**src/rtl/write_back.sv**
```systemverilog
// Final pipeline stage. Commits one execute bundle per handshake to the register file
// (with an optional second cycle for a high word) or to data memory, and reports retirement.
module write_back #(
  parameter int FLAGS_LSB       = 27,
  parameter int REG_INDEX_WIDTH = 5
) (
  input  logic                       clock,
  input  logic                       reset_n,
  input  logic                       in_valid,
  output logic                       in_hold,
  input  logic [31:0]                pc,
  input  logic [REG_INDEX_WIDTH-1:0] target_register,
  input  logic                       is_writing_memory,
  input  logic [3:0]                 flags,
  input  logic [31:0]                target_value,
  input  logic                       has_upper_value,
  input  logic [31:0]                upper_value,
  input  logic [31:0]                adjustment_value,
  input  logic                       has_flushed,
  input  logic [31:0]                address_base,
  output logic                       rf_write_enable,
  output logic [REG_INDEX_WIDTH-1:0] rf_write_index,
  output logic [31:0]                rf_write_value,
  output logic                       flags_write_enable,
  output logic [3:0]                 flags_value,
  output logic                       mem_write,
  output logic [31:0]                mem_address,
  output logic [31:0]                mem_writedata,
  input  logic                       mem_waitrequest,
  output logic                       retire_valid,
  output logic [31:0]                retire_pc
);

  // The parent places flags_value at FLAGS_LSB; the field must fit inside a 32-bit word.
  if (FLAGS_LSB < 0 || FLAGS_LSB + 4 > 32) begin : g_bad_flags_lsb
    $error("write_back: FLAGS_LSB out of range");
  end

  typedef enum logic [1:0] {
    S_IDLE  = 2'd0,
    S_UPPER = 2'd1,
    S_MEM   = 2'd2
  } state_e;

  localparam logic [REG_INDEX_WIDTH-1:0] IDX_ZERO = REG_INDEX_WIDTH'(0);
  localparam logic [REG_INDEX_WIDTH-1:0] IDX_ONE  = REG_INDEX_WIDTH'(1);

  state_e                       state_q;
  logic [REG_INDEX_WIDTH-1:0]   upper_index_q;
  logic [31:0]                  upper_value_q;
  logic                         upper_en_q;
  logic [31:0]                  pend_pc_q;

  logic                         rf_we_q;
  logic [REG_INDEX_WIDTH-1:0]   rf_index_q;
  logic [31:0]                  rf_value_q;
  logic                         flags_we_q;
  logic [3:0]                   flags_q;
  logic                         mem_write_q;
  logic [31:0]                  mem_address_q;
  logic [31:0]                  mem_writedata_q;
  logic                         retire_q;
  logic [31:0]                  retire_pc_q;

  logic [REG_INDEX_WIDTH-1:0]   next_index_d;
  logic [31:0]                  store_addr_d;

  assign next_index_d = target_register + IDX_ONE;
  assign store_addr_d = address_base + adjustment_value;
  assign in_hold      = (state_q != S_IDLE);

  // Commit FSM; strobes default low each cycle, memory request persists across MEM.
  always_ff @(posedge clock or negedge reset_n) begin
    if (!reset_n) begin
      state_q         <= S_IDLE;
      upper_index_q   <= IDX_ZERO;
      upper_value_q   <= 32'd0;
      upper_en_q      <= 1'b0;
      pend_pc_q       <= 32'd0;
      rf_we_q         <= 1'b0;
      rf_index_q      <= IDX_ZERO;
      rf_value_q      <= 32'd0;
      flags_we_q      <= 1'b0;
      flags_q         <= 4'd0;
      mem_write_q     <= 1'b0;
      mem_address_q   <= 32'd0;
      mem_writedata_q <= 32'd0;
      retire_q        <= 1'b0;
      retire_pc_q     <= 32'd0;
    end else begin
      rf_we_q    <= 1'b0;
      flags_we_q <= 1'b0;
      retire_q   <= 1'b0;
      case (state_q)
        S_IDLE: begin
          if (in_valid && !has_flushed) begin
            if (!is_writing_memory) begin
              rf_we_q    <= (target_register != IDX_ZERO);
              rf_index_q <= target_register;
              rf_value_q <= target_value;
              flags_we_q <= 1'b1;
              flags_q    <= flags;
              if (has_upper_value) begin
                state_q       <= S_UPPER;
                upper_index_q <= next_index_d;
                upper_value_q <= upper_value;
                upper_en_q    <= (target_register != IDX_ZERO) && (next_index_d != IDX_ZERO);
                pend_pc_q     <= pc;
              end else begin
                retire_q    <= 1'b1;
                retire_pc_q <= pc;
              end
            end else if (target_register == IDX_ZERO) begin
              // Failed compare-and-store: retires without touching memory.
              retire_q    <= 1'b1;
              retire_pc_q <= pc;
            end else begin
              mem_write_q     <= 1'b1;
              mem_address_q   <= store_addr_d;
              mem_writedata_q <= target_value;
              pend_pc_q       <= pc;
              state_q         <= S_MEM;
            end
          end
        end
        S_UPPER: begin
          rf_we_q     <= upper_en_q;
          rf_index_q  <= upper_index_q;
          rf_value_q  <= upper_value_q;
          retire_q    <= 1'b1;
          retire_pc_q <= pend_pc_q;
          state_q     <= S_IDLE;
        end
        S_MEM: begin
          if (!mem_waitrequest) begin
            mem_write_q <= 1'b0;
            retire_q    <= 1'b1;
            retire_pc_q <= pend_pc_q;
            state_q     <= S_IDLE;
          end
        end
        default: begin
          mem_write_q <= 1'b0;
          state_q     <= S_IDLE;
        end
      endcase
    end
  end

  assign rf_write_enable    = rf_we_q;
  assign rf_write_index     = rf_index_q;
  assign rf_write_value     = rf_value_q;
  assign flags_write_enable = flags_we_q;
  assign flags_value        = flags_q;
  assign mem_write          = mem_write_q;
  assign mem_address        = mem_address_q;
  assign mem_writedata      = mem_writedata_q;
  assign retire_valid       = retire_q;
  assign retire_pc          = retire_pc_q;

endmodule

```
**config.mk**
```make
export PLATFORM = sky130hd
export DESIGN_NAME = write_back
export DESIGN_NICKNAME = d
export VERILOG_FILES = /design/src/rtl/write_back.sv
export SDC_FILE = /design/constraint.sdc
export NUM_CORES = 1
export LEC_CHECK = 0
export BUFFER_PORTS_ARGS = -buffer_cell sky130_fd_sc_hd__buf_2
export CORE_MARGIN = 10
export CORE_UTILIZATION = 56
export DETAILED_ROUTE_END_ITERATION = 8
export HOLD_SLACK_MARGIN = 0.15
export PLACE_DENSITY = 0.86
export SYNTH_ARGS = -nofsm -noshare
export SYNTH_HDL_FRONTEND = slang
export SYNTH_SLANG_ARGS = --single-unit
export TNS_END_PERCENT = 10
```
**constraint.sdc**
```tcl
create_clock -name clock -period 6.1 [get_ports clock]
set_clock_uncertainty 0.1 [all_clocks]
set_input_delay 1.525 -clock clock [delete_from_list [all_inputs] [get_ports clock]]
set_output_delay 1.525 -clock clock [all_outputs]
set_load 0.01 [all_outputs]
```
# [Word level (Yosys, flattened, before mapping)]
# Index checks and enable logic that the tools add are counted.
[totals] regBits=213 in_bits=176 out_inout_bits=142
[op_classes] addsub=2 n_eq_ne=12 muxes=38 bitwise_logic=3 n_reduce_logical=19
[ops] op="32-bit 2-to-1 mux" n=10
[ops] op="32-bit case mux with 3 select lines" n=1
[ops] op="32-bit case mux with 2 select lines" n=1
[ops] op="32-bit adder" n=1
[ops] op="4-bit AND reduction" n=4
[ops] op="1-bit 2-to-1 mux" n=14
[ops] op="2-bit inequality test, second input constant" n=6
[ops] op="3-bit inequality test, second input constant" n=4
[ops] op="2-bit 2-to-1 mux" n=5
[ops] op="5-bit 2-to-1 mux" n=2
[ops] op="5-bit case mux with 2 select lines" n=1
[ops] op="5-bit AND reduction" n=2
[ops] op="5-bit nonzero test" n=2
[ops] op="1-bit case mux with 3 select lines" n=2
[ops] op="3-bit AND reduction" n=2
[ops] op="2-bit nonzero test" n=3
[ops] op="5-bit by 1-bit adder with 5-bit output, second input constant" n=1
[ops] op="5-bit zero test" n=1
[ops] op="2-bit case mux with 2 select lines" n=1
[ops] op="1-bit inverter" n=3
[ops] op="3-bit nonzero test" n=1
[ops] op="2-bit by 1-bit == test with 1-bit output, second input constant" n=1
[ops] op="2-bit == test, second input constant" n=1
[ops] op="1-bit logical AND" n=2
[ops] op="3 further kinds" n=3

# [Depth between registers and ports, before layout]
# Gate-level depths: netlist of run 1.
[logic_depth] depth_word=5 ltp_mapped=10 mapped_depth_nobuf=9

# [Least setup slack after synthesis of run 1]
# Ideal clock, no wire load.
[synth_path] path_type="in2reg" from="input port adjustment_value[0]" to="register mem_address_q[28], in the netlist mem_address[28]" setup_ns=0.136 t_arrival_ns=3.326 required_time_ns=5.864 slack_ns=2.538 stages=9 cell_sequence="ha_1 -> fa_1 -> a21oi_1 -> o21ai_0 -> a21oi_1 -> o311ai_0 -> a311oi_1 -> xor2_1 -> o21ai_0"
[synth_between] elab_chain_cells=1
[synth_rtl] item="start, declared" line="18" rtl="input logic [31:0] adjustment_value,"
[synth_rtl] item="32-bit adder" line="69" rtl="assign store_addr_d = address_base + adjustment_value;"
[synth_rtl] item="end signal, assigned" line="119" rtl="mem_address_q <= store_addr_d;"
[synth_rtl] item="end, declared" line="60" rtl="logic [31:0] mem_address_q;"
# No other way between the ends.
# A chain may end at the register's enable or synchronous reset.

# [Worst setup path after layout of run 1]
[layout_path] from="input port has_flushed" to="register pend_pc_q[20]"
[layout_between] elab_chain_cells=3
[layout_rtl] item="start, declared" line="19" rtl="input logic has_flushed,"
[layout_rtl] item="1-bit zero test" line="96" rtl="if (in_valid && !has_flushed) begin"
[layout_rtl] item="1-bit logical AND" line="96"
[layout_rtl] item="4-bit AND reduction (no line)"
[layout_rtl] item="end signal, assigned" line="108" rtl="pend_pc_q <= pc;"
[layout_rtl] item="end signal, assigned" line="121" rtl="pend_pc_q <= pc;"
[layout_rtl] item="end, declared" line="52" rtl="logic [31:0] pend_pc_q;"
# No other way between the ends.

==> results of run 1 <==
==> report_power, final <==
| group | internal (uW) | switching, uW |
|---|---|---|
| combinational | 1090 | 1460 |
| clock | 851 | 570 |
| sequential | 2110 | 400 |
==> path summary, 6_finish.rpt <==
path | from | to | slack, ps | depth (start not counted)
hold reg to reg | mem_writedata[5] | mem_writedata[5] | 370 | 2
max in group asynchronous | reset_n | mem_address[21] | 3810 | 2
setup reg to reg | state_q[0] | pend_pc_q[20] | 2960 | 9
hold / removal | mem_writedata[5] | mem_writedata[5] | 370 | 2
min in group asynchronous | reset_n | flags_value[0] | 1080 | 1
setup / recovery | has_flushed | pend_pc_q[20] | 2320 | 9
==> layout make-up <==
| class | count | area share [%] |
|---|---|---|
| Sequential cell | 213 | 40.3 |
| Inverter | 16 | 0.454 |
| Clock buffer | 30 | 5.02 |
| Multi-Input combinational cell | 765 | 38.4 |
| Clock inverter | 11 | 0.880 |
| Tap cell | 234 | 2.22 |
| Timing Repair Buffer | 326 | 12.7 |
| Antenna cell | 3 | 0.0568 |
==> worst max-delay path, delay by kind of cell <==
family	cells	cell delay [ps]
buf+inv	3	840
mux	1	400
simple gates	5	1280
==> through the flow <==
stage | utilization [%] | worst slack (ps)
floorplan | - | 2540
global placement | 66.2 | 1910
detailed placement | 66.2 | 1810
CTS | 70.4 | 2330
global route | 70.4 | 2140
finish | 70.4 | 2320
==> cells in the final DEF, fill, tap and decap left out, drive strengths merged, types with 3 or more instances in the layout <==
| master | instances |
|---|---|
| o31ai | 3 |
| nand2 | 213 |
| xnor2 | 10 |
| nand4 | 5 |
| and3 | 3 |
| dfrtp | 213 |
| nor2 | 66 |
| inv | 16 |
| nor3 | 13 |
| mux2 | 70 |
| nor4 | 3 |
| buf | 325 |
| o21bai | 5 |
| o21a | 7 |
| o21ai | 90 |
| a21o | 12 |
| a21oi | 81 |
| xor2 | 15 |
| ha | 38 |
| clkinv | 9 |
| clkbuf | 31 |
| mux2i | 72 |
| a211oi | 5 |
| a31oi | 6 |
| nand3 | 17 |
| diode | 3 |
==> kinds of logic (layout without fill, tap and decap cells) <==
| logic type | count (synthesis) | in the layout | share of synthesized area [%] |
|---|---|---|---|
| and+or+nand+nor | 330 | 330 | 13.0 |
| AOI/OAI and AO/OA | 229 | 229 | 13.3 |
| DFF | 213 | 213 | 49.9 |
| muxes | 142 | 142 | 14.1 |
| buffers and inverters | 70 | 383 | 3.08 |
| adders and majority gates | 39 | 39 | 4.63 |
| xor gates and xnor gates | 25 | 25 | 2.05 |
| other | 0 | 3 | 0 |
==> registers in the layout, summed over array words and instances, names as in the netlist <==
signal	count
state_q	2
retire_pc	32
upper_index_q	5
retire_valid	1
mem_writedata	32
flags_value	4
flags_write_enable	1
upper_en_q	1
mem_write	1
rf_write_index	5
pend_pc_q	32
rf_write_enable	1
mem_address	32
rf_write_value	32
upper_value_q	32
==> routing by layer <==
metal	vias to the layer above	part of all wire (%)
li1	4241	-
met1	4395	39
met2	376	49
met3	79	8.3
met4	0	3.6
met5	-	0
==> flow_summary.ini, run 1 <==
[run_status]
outcome = finished clean

[synthesis]
synth_top_flop_cell = dfrtp_1
synth_edf_count = 0
netlist.area_leader.share_pct = 49.9
netlist-cell-type-count = 57
synth.cell_area_sq_um = 10700
synth-seq-cells = 213
syn_nets = 1263
synth_area_leaders = dfrtp_1, nand2_1, mux2i_1, mux2_2, ha_1
yosysTopAreaCell = dfrtp_1
ys_seq_area_share_pct = 49.9
avgSynthCellArea_sq_um = 10.2
yosys_warnings = 0
yosys-top-cells-count = dfrtp_1, nand2_1, o21ai_0
post-synth-top-count-cell = dfrtp_1
synthCells = 1048
synthArstFlopShare_pct = 100

[sta]
period_share_pct = 62.0
setup_viol = 0
timing.hold.ws_ps = 370
fin_tns_setup_ps = 0
max_freq_ghz = 0.264
slew_viol_final = 0
tightest_slew_ps = 991
hold_viol = 0
fin_crit_ps = 3780
relSlewSlack_pct = 33.9
rsz0062_at_grt = false

[critical_path]
cp_slowest_cell = nor2_1
crit_chain = buf_2 -> nor2b_1 -> nand2_1 -> nor2_1 -> nand2_2 -> buf_4 -> nand2_1 -> buf_4 -> mux2_2
cp-start-kind = primary input
cp_max_fo = 44
crit_type = primary input to flop
endpoint_kind = flop
required_ps = 6380
critPathArrivalTime_ps = 4060
cpPeakStageDelay_ps = 620

[cts]
cts_root_buffer = clkbuf_16
cts_setup_buffers = 0
cts_tree = yes
ctsResizeCount = 0
cts-buffers-inserted = 24
clk_path_buf_depth = 3
clkSlewWorstSetupHoldPaths_ps = 60
cts_max_level = 1
clk_latency_ps = 520
clock-sinks = 213
hold_buffers = 0

[global_routing]
met1_usage_pct = 29.2
gr-total-overflow = 0
grt_max_degree = 127
first_global_vias = 9343
grt_use_met3_pct = 5.86
grtUsageMet2_pct = 40.0
antenna_found_initial = 3
grtUsageTotal_pct = 23.9
grt_pass1_wl_mm = 48.5
grt.busiest_layer = met2

[route]
drt_iter0_markers = 530
vias = 9091
ant_nets = 0
via_per_inst = 5.69
wirelength_mm = 31.1
drc = 0
drtPass1Iterations = 4
avgRoutedWirePerCell_um = 19.5

[layout]
fin_area_sq_um = 13200
area.growth.synth_to_final_pct = 23.6
stdcell_count = 1598
seq_area_sq_um = 5330
fillers = 1338
multi_input_area_sq_um = 5070
final_nets = 1561
layout-drive-gt1-share_pct = 35.3

[job]
maxCapViolCount = 0

[power]
p_leak_uw = 0.00656
irDropWorstVdd_mv = 0.293
total_power_uw = 6480
powerDensity_nw_per_um2 = 491

[placed_design]
port_buffers = 317
hpwl_mm = 22.3
gp_congestion = 0.925
placed_cells = 1554
place_area_sq_um = 12400

[floorplanning]
core_area_sq_um = 18800
initial_core_util_pct = 57.0
ioPinCount = 318
die_h_um = 158
fp.dieW_um = 158
rows = 50
dieArea_sq_um = 25000

[min_path]
min_path_type = flop to flop
(Power assumes the default switching activity.)
==> inputs of run 2 (changes only) <==
--- a/config.mk
+++ b/config.mk
@@ -7,10 +7,10 @@
 export LEC_CHECK = 0
 export BUFFER_PORTS_ARGS = -buffer_cell sky130_fd_sc_hd__buf_2
 export CORE_MARGIN = 10
-export CORE_UTILIZATION = 56
+export CORE_UTILIZATION = 52
 export DETAILED_ROUTE_END_ITERATION = 8
 export HOLD_SLACK_MARGIN = 0.15
-export PLACE_DENSITY = 0.86
+export PLACE_DENSITY = 0.8
 export SYNTH_ARGS = -nofsm -noshare
 export SYNTH_HDL_FRONTEND = slang
 export SYNTH_SLANG_ARGS = --single-unit
==> constraint.sdc (replaced) <==
create_clock -name clock -period 3.6 [get_ports clock]
set_clock_uncertainty 0.1 [all_clocks]
set_input_delay 0.9 -clock clock [delete_from_list [all_inputs] [get_ports clock]]
set_output_delay 0.9 -clock clock [all_outputs]
set_load 0.01 [all_outputs]
==> run 2 against run 1 <==
- first-iteration DRC count rose by 7.7%
- highest routed layer is now met5
- sequential cell count did not move
- clock power up 75%
- hold slack got worse by 120 ps
- cell count up 2.6%
- critical path depth grew 1
- register-to-register slack worse by 1900 ps
- global-route usage is 1.9 points lower
- power up 70%
- core utilization is 4.3 points lower
==> flow_summary.ini, run 2 (synthesis gave the netlist of run 1 again) <==
[run_status]
outcome = finished clean

[layout]
fillers = 1589
final_core_util_pct = 66.1
final_nets = 1566
seq_area_sq_um = 5330
multi_input_area_sq_um = 5070
most-common-layout-cells = buf_2, dfrtp_1, nand2_1, o21ai_0, mux2i_1
layout_commonest_cell = buf_2
area.growth.synth_to_final_pct = 25.1
layout-drive-gt1-share_pct = 35.5

[route]
wirelength_mm = 30.6
avgRoutedWirePerCell_um = 18.7
drtPass1Iterations = 5
drc = 0
vias = 8941
ant_nets = 0
drt_iter0_markers = 571
via_per_inst = 5.46

[critical_path]
critPathArrivalTime_ps = 3160
endpoint_kind = flop
crit_type = primary input to flop
reg2reg_slack_ps = 1030
cp_max_fo = 3
cp-start-kind = primary input
required_ps = 3880
ff2ff_path_depth = 8
setup.worst_path.start = adjustment_value[0]
r2r_end = pend_pc_q[8]
rr_startpoint = state_q[0]

[cts]
hold_buffers = 0
ctsResizeCount = 0
clk_path_buf_depth = 3
cts_max_level = 1
cts-buffers-inserted = 24
clk_latency_ps = 510
cts_setup_buffers = 0
clkSlewWorstSetupHoldPaths_ps = 60
cts_root_buffer = clkbuf_16
cts_tree = yes
clock-sinks = 213

[floorplanning]
dieArea_sq_um = 26700
rows = 52
ioPinCount = 318
initial_core_util_pct = 52.8
die_h_um = 163
fp.dieW_um = 163
core_area_sq_um = 20200

[sta]
setup_ws_ps = 727
tightest_slew_ps = 759
rsz0062_at_grt = false
fin_crit_ps = 2870
slew_viol_final = 0
relSlewSlack_pct = 49.3
setup_viol = 0
fin_tns_setup_ps = 0
hold_viol = 0
period_share_pct = 79.8
max_freq_ghz = 0.348

[global_routing]
first_global_vias = 9147
grt_max_degree = 88
antenna_found_initial = 2
grtUsageTotal_pct = 22.0
grt_pass1_wl_mm = 48.1
gr-total-overflow = 0

[placed_design]
hpwl_mm = 23.1
gp_congestion = 0.926
post-place-ws_ps = 191
port_buffers = 317

[power]
p_leak_uw = 0.00661
powerDensity_nw_per_um2 = 826
total_power_uw = 11000
irDropWorstVdd_mv = 0.509

[job]
maxCapViolCount = 0

[min_path]
min_path_type = primary input to async pin
-- run 2: cell count changes in the layout (fill, tap and decap cells not counted), sizes merged --
cell / delta
diode: -2
clkbuf: +5
buf: +5
clkinv: -4
inv: +1
-- run 2: metrics by stage --
step / cells / hold slack [ps] / cell area [sq um]
after floorplan: 1048 / 350 / 10700
after global placement: 1595 / 354 / 12500
after detailed placement: 1595 / 357 / 12500
after CTS: 1638 / 248 / 13400
after global routing: 1639 / 263 / 13400
final: 1639 / 251 / 13400
-- run 2: worst max-delay path by stage --
| stage | endpoint | slack (ps) | cells after the start |
|---|---|---|---|
| global route | mem_address[28] | 470 | 10 |
| global placement | mem_address[28] | 210 | 10 |
| detailed placement | mem_address[28] | 190 | 10 |
| floorplan | mem_address[28] | 660 | 9 |
| CTS | mem_address[28] | 720 | 10 |
| finish | mem_address[28] | 730 | 10 |
-- run 2: layout make-up --
cell class	count	area share, %
diodes	1	0.0187
clock buffers	35	5.32
clock inverters	8	0.814
inverters	16	0.449
multi-input cells	765	37.9
flip-flops and latches	213	39.9
well taps	270	2.53
repair buffers	331	13.1
-- run 2: power by group --
group	switching, uW	internal (uW)	leakage [uW]
combinational	2460	1870	0.00362
sequential	639	3580	0.00259
clock	967	1520	0.000406
-- run 2: worst max-delay path: stages --
cell and delay [ps]:
buf_2 100, ha_1 250, fa_1 450, a21oi_1 140
o21ai_0 180, a21oi_1 290, o311ai_0 240, a311oi_1 360
xor2_1 160, o21ai_0 80
-- run 2: routing by layer --
| layer | global-route usage [%] | share of wire [%] |
|---|---|---|
| met5 | 0 | 0.052 |
| met4 | 7.01 | 2.9 |
| met3 | 5.41 | 7.7 |
| met2 | 37.0 | 49 |
| met1 | 27.2 | 40 |
==> inputs of run 3 (changes only) <==
--- a/config.mk
+++ b/config.mk
@@ -7,10 +7,10 @@
 export LEC_CHECK = 0
 export BUFFER_PORTS_ARGS = -buffer_cell sky130_fd_sc_hd__buf_2
 export CORE_MARGIN = 10
-export CORE_UTILIZATION = 52
+export CORE_UTILIZATION = 47
 export DETAILED_ROUTE_END_ITERATION = 8
 export HOLD_SLACK_MARGIN = 0.15
-export PLACE_DENSITY = 0.8
+export PLACE_DENSITY = 0.77
 export SYNTH_ARGS = -nofsm -noshare
 export SYNTH_HDL_FRONTEND = slang
 export SYNTH_SLANG_ARGS = --single-unit
==> constraint.sdc (replaced) <==
create_clock -name clock -period 2.4 [get_ports clock]
set_clock_uncertainty 0.1 [all_clocks]
set_input_delay 0.6 -clock clock [delete_from_list [all_inputs] [get_ports clock]]
set_output_delay 0.6 -clock clock [all_outputs]
set_load 0.01 [all_outputs]
==> run 3 against run 2 <==
- hold slack got worse by 54 ps
- final area rose by 7.2%
- power rose by 55%
- sequential cell count did not move
- sequential power rose by 51%
- clock-buffer cell count fell by 7
- global-route usage fell by 0.54 points
- die area rose by 9.3%
- first-iteration DRC count rose by 33%
==> flow_summary.ini, run 3 (synthesis gave the netlist of run 1 again) <==
[cts]
cts_setup_buffers = 0
clock-sinks = 213
cts_max_level = 1
clkSlewWorstSetupHoldPaths_ps = 60
clk_path_buf_depth = 3
clk_latency_ps = 510
cts_tree = yes
cts_root_buffer = clkbuf_16
cts-buffers-inserted = 23

[route]
vias = 9314
ant_nets = 0
avgRoutedWirePerCell_um = 18.3
wirelength_mm = 32.3
drtPass1Iterations = 5
drt_iter0_markers = 761
via_per_inst = 5.28
drc = 0

[power]
seqPwrFrac_pct = 37.2
comb_power_share_pct = 41.5
swShare_pct = 36.7
p_clk_share_pct = 21.3
powerDensity_nw_per_um2 = 1190
total_power_uw = 17100
p_int_uw = 10800
p_leak_uw = 0.00717
switchingPower_uw = 6270
irDropWorstVdd_mv = 0.921

[layout]
stdcell_count = 1763
layout_commonest_cell = buf_2
seq_area_sq_um = 5330
fin_area_sq_um = 14300
multi_input_area_sq_um = 5090
most-common-layout-cells = buf_2, dfrtp_1, nand2_1, buf_4, o21ai_0
layout-drive-gt1-share_pct = 40.9
final_nets = 1674
fillers = 1815
area.growth.synth_to_final_pct = 34.1

[critical_path]
rr_startpoint = state_q[0]
r2r_end = mem_writedata[12]
ff2ff_path_depth = 7
reg2reg_slack_ps = 180
endpoint_kind = primary output
cp_max_fo = 6
cp-start-kind = flop
critPathArrivalTime_ps = 1590
crit_type = flop to primary output
required_ps = 1700

[sta]
setup_viol = 0
period_share_pct = 95.2
fin_crit_ps = 2290
rsz0062_at_grt = false
fin_tns_setup_ps = 0
relSlewSlack_pct = 68.7
tightest_slew_ps = 470
hold_viol = 0
timing.hold.ws_ps = 197
slew_viol_final = 0
max_freq_ghz = 0.438

[global_routing]
grt_max_degree = 75
first_global_vias = 9827
grtUsageTotal_pct = 21.4
antenna_found_initial = 3
grt_pass1_wl_mm = 50.8
gr-total-overflow = 0

[min_path]
min_path_type = primary input to flop
min_delay_worst_endpoint = mem_writedata[7]
hold_depth = 3
min-delay-start = target_value[7]

[floorplanning]
ioPinCount = 318
initial_core_util_pct = 47.5
rows = 55
dieArea_sq_um = 29200
fp.dieW_um = 171
die_h_um = 171
core_area_sq_um = 22500

[placed_design]
hpwl_mm = 24.7
place_area_sq_um = 13500
port_buffers = 317
placed_cells = 1718
gp_congestion = 0.886

[job]
maxCapViolCount = 0

[run_status]
outcome = finished clean
## run 3: changes by cell type in the layout (fill, tap and decap cells not counted), moves of 2 or more
cell	change
a21oi_1	-2
a21oi_2	+2
buf_12	+11
buf_4	+97
clkbuf_1	-2
clkbuf_8	-4
clkinv_2	+4
o21ai_0	-3
o21ai_2	+2
## run 3: layer usage
metal	GRT usage, %	wire length [um]
met1	26.3	13300
met3	5.14	2290
met4	7.86	1160
met5	0	0
met2	36.0	15500
## run 3: worst max path at each step
stage | cells after the start | slack, ps | from | endpoint
6_report | 4 | 110 | state_q[0] | in_hold
4_1_cts | 4 | 10 | state_q[0] | in_hold
2_1_floorplan | 8 | -30 | adjustment_value[3] | mem_address[31]
5_1_grt | 4 | 10 | state_q[1] | in_hold
3_5_place_dp | 10 | -410 | address_base[0] | mem_address[30]
3_3_place_gp | 10 | -320 | address_base[0] | mem_address[28]
## run 3: final cells by class
type / instances / area share, %
Clock buffer: 28 / 4.35
Multi-Input combinational cell: 765 / 35.5
Clock inverter: 14 / 1.11
Antenna cell: 2 / 0.0349
Sequential cell: 213 / 37.2
Inverter: 16 / 0.419
Timing Repair Buffer: 440 / 18.9
Tap cell: 285 / 2.49
## run 3: per-stage QoR
step	setup WS [ps]	util, %
floorplan	-25.7	-
global placement	-317	60.2
finish	115	63.7
CTS	10.4	63.7
detailed placement	-408	60.2
global route	11.5	63.7
## run 3: worst max-delay path, cell delays in order, from the launching register on
cell and delay, ps:
dfrtp_1 420, inv_1 110, ha_2 270, inv_2 100, buf_2 160
## run 3: timing repair
action                     CTS  global route
hold endpoints to repair    48             0
setup endpoints to repair    0             5
gates resized for setup      0             3
hold buffers                 1             0
## run 3: power by group through the flow
| stage | combinational (uW) | sequential [uW] | clock (uW) |
|---|---|---|---|
| 2_1_floorplan | 3690 | 6760 | 0 |
| 3_3_place_gp | 6950 | 6280 | 0 |
| 3_5_place_dp | 7160 | 6370 | 0 |
| 4_1_cts | 7180 | 6340 | 3730 |
| 5_1_grt | 7800 | 6560 | 3880 |
| 6_report | 7090 | 6360 | 3650 |
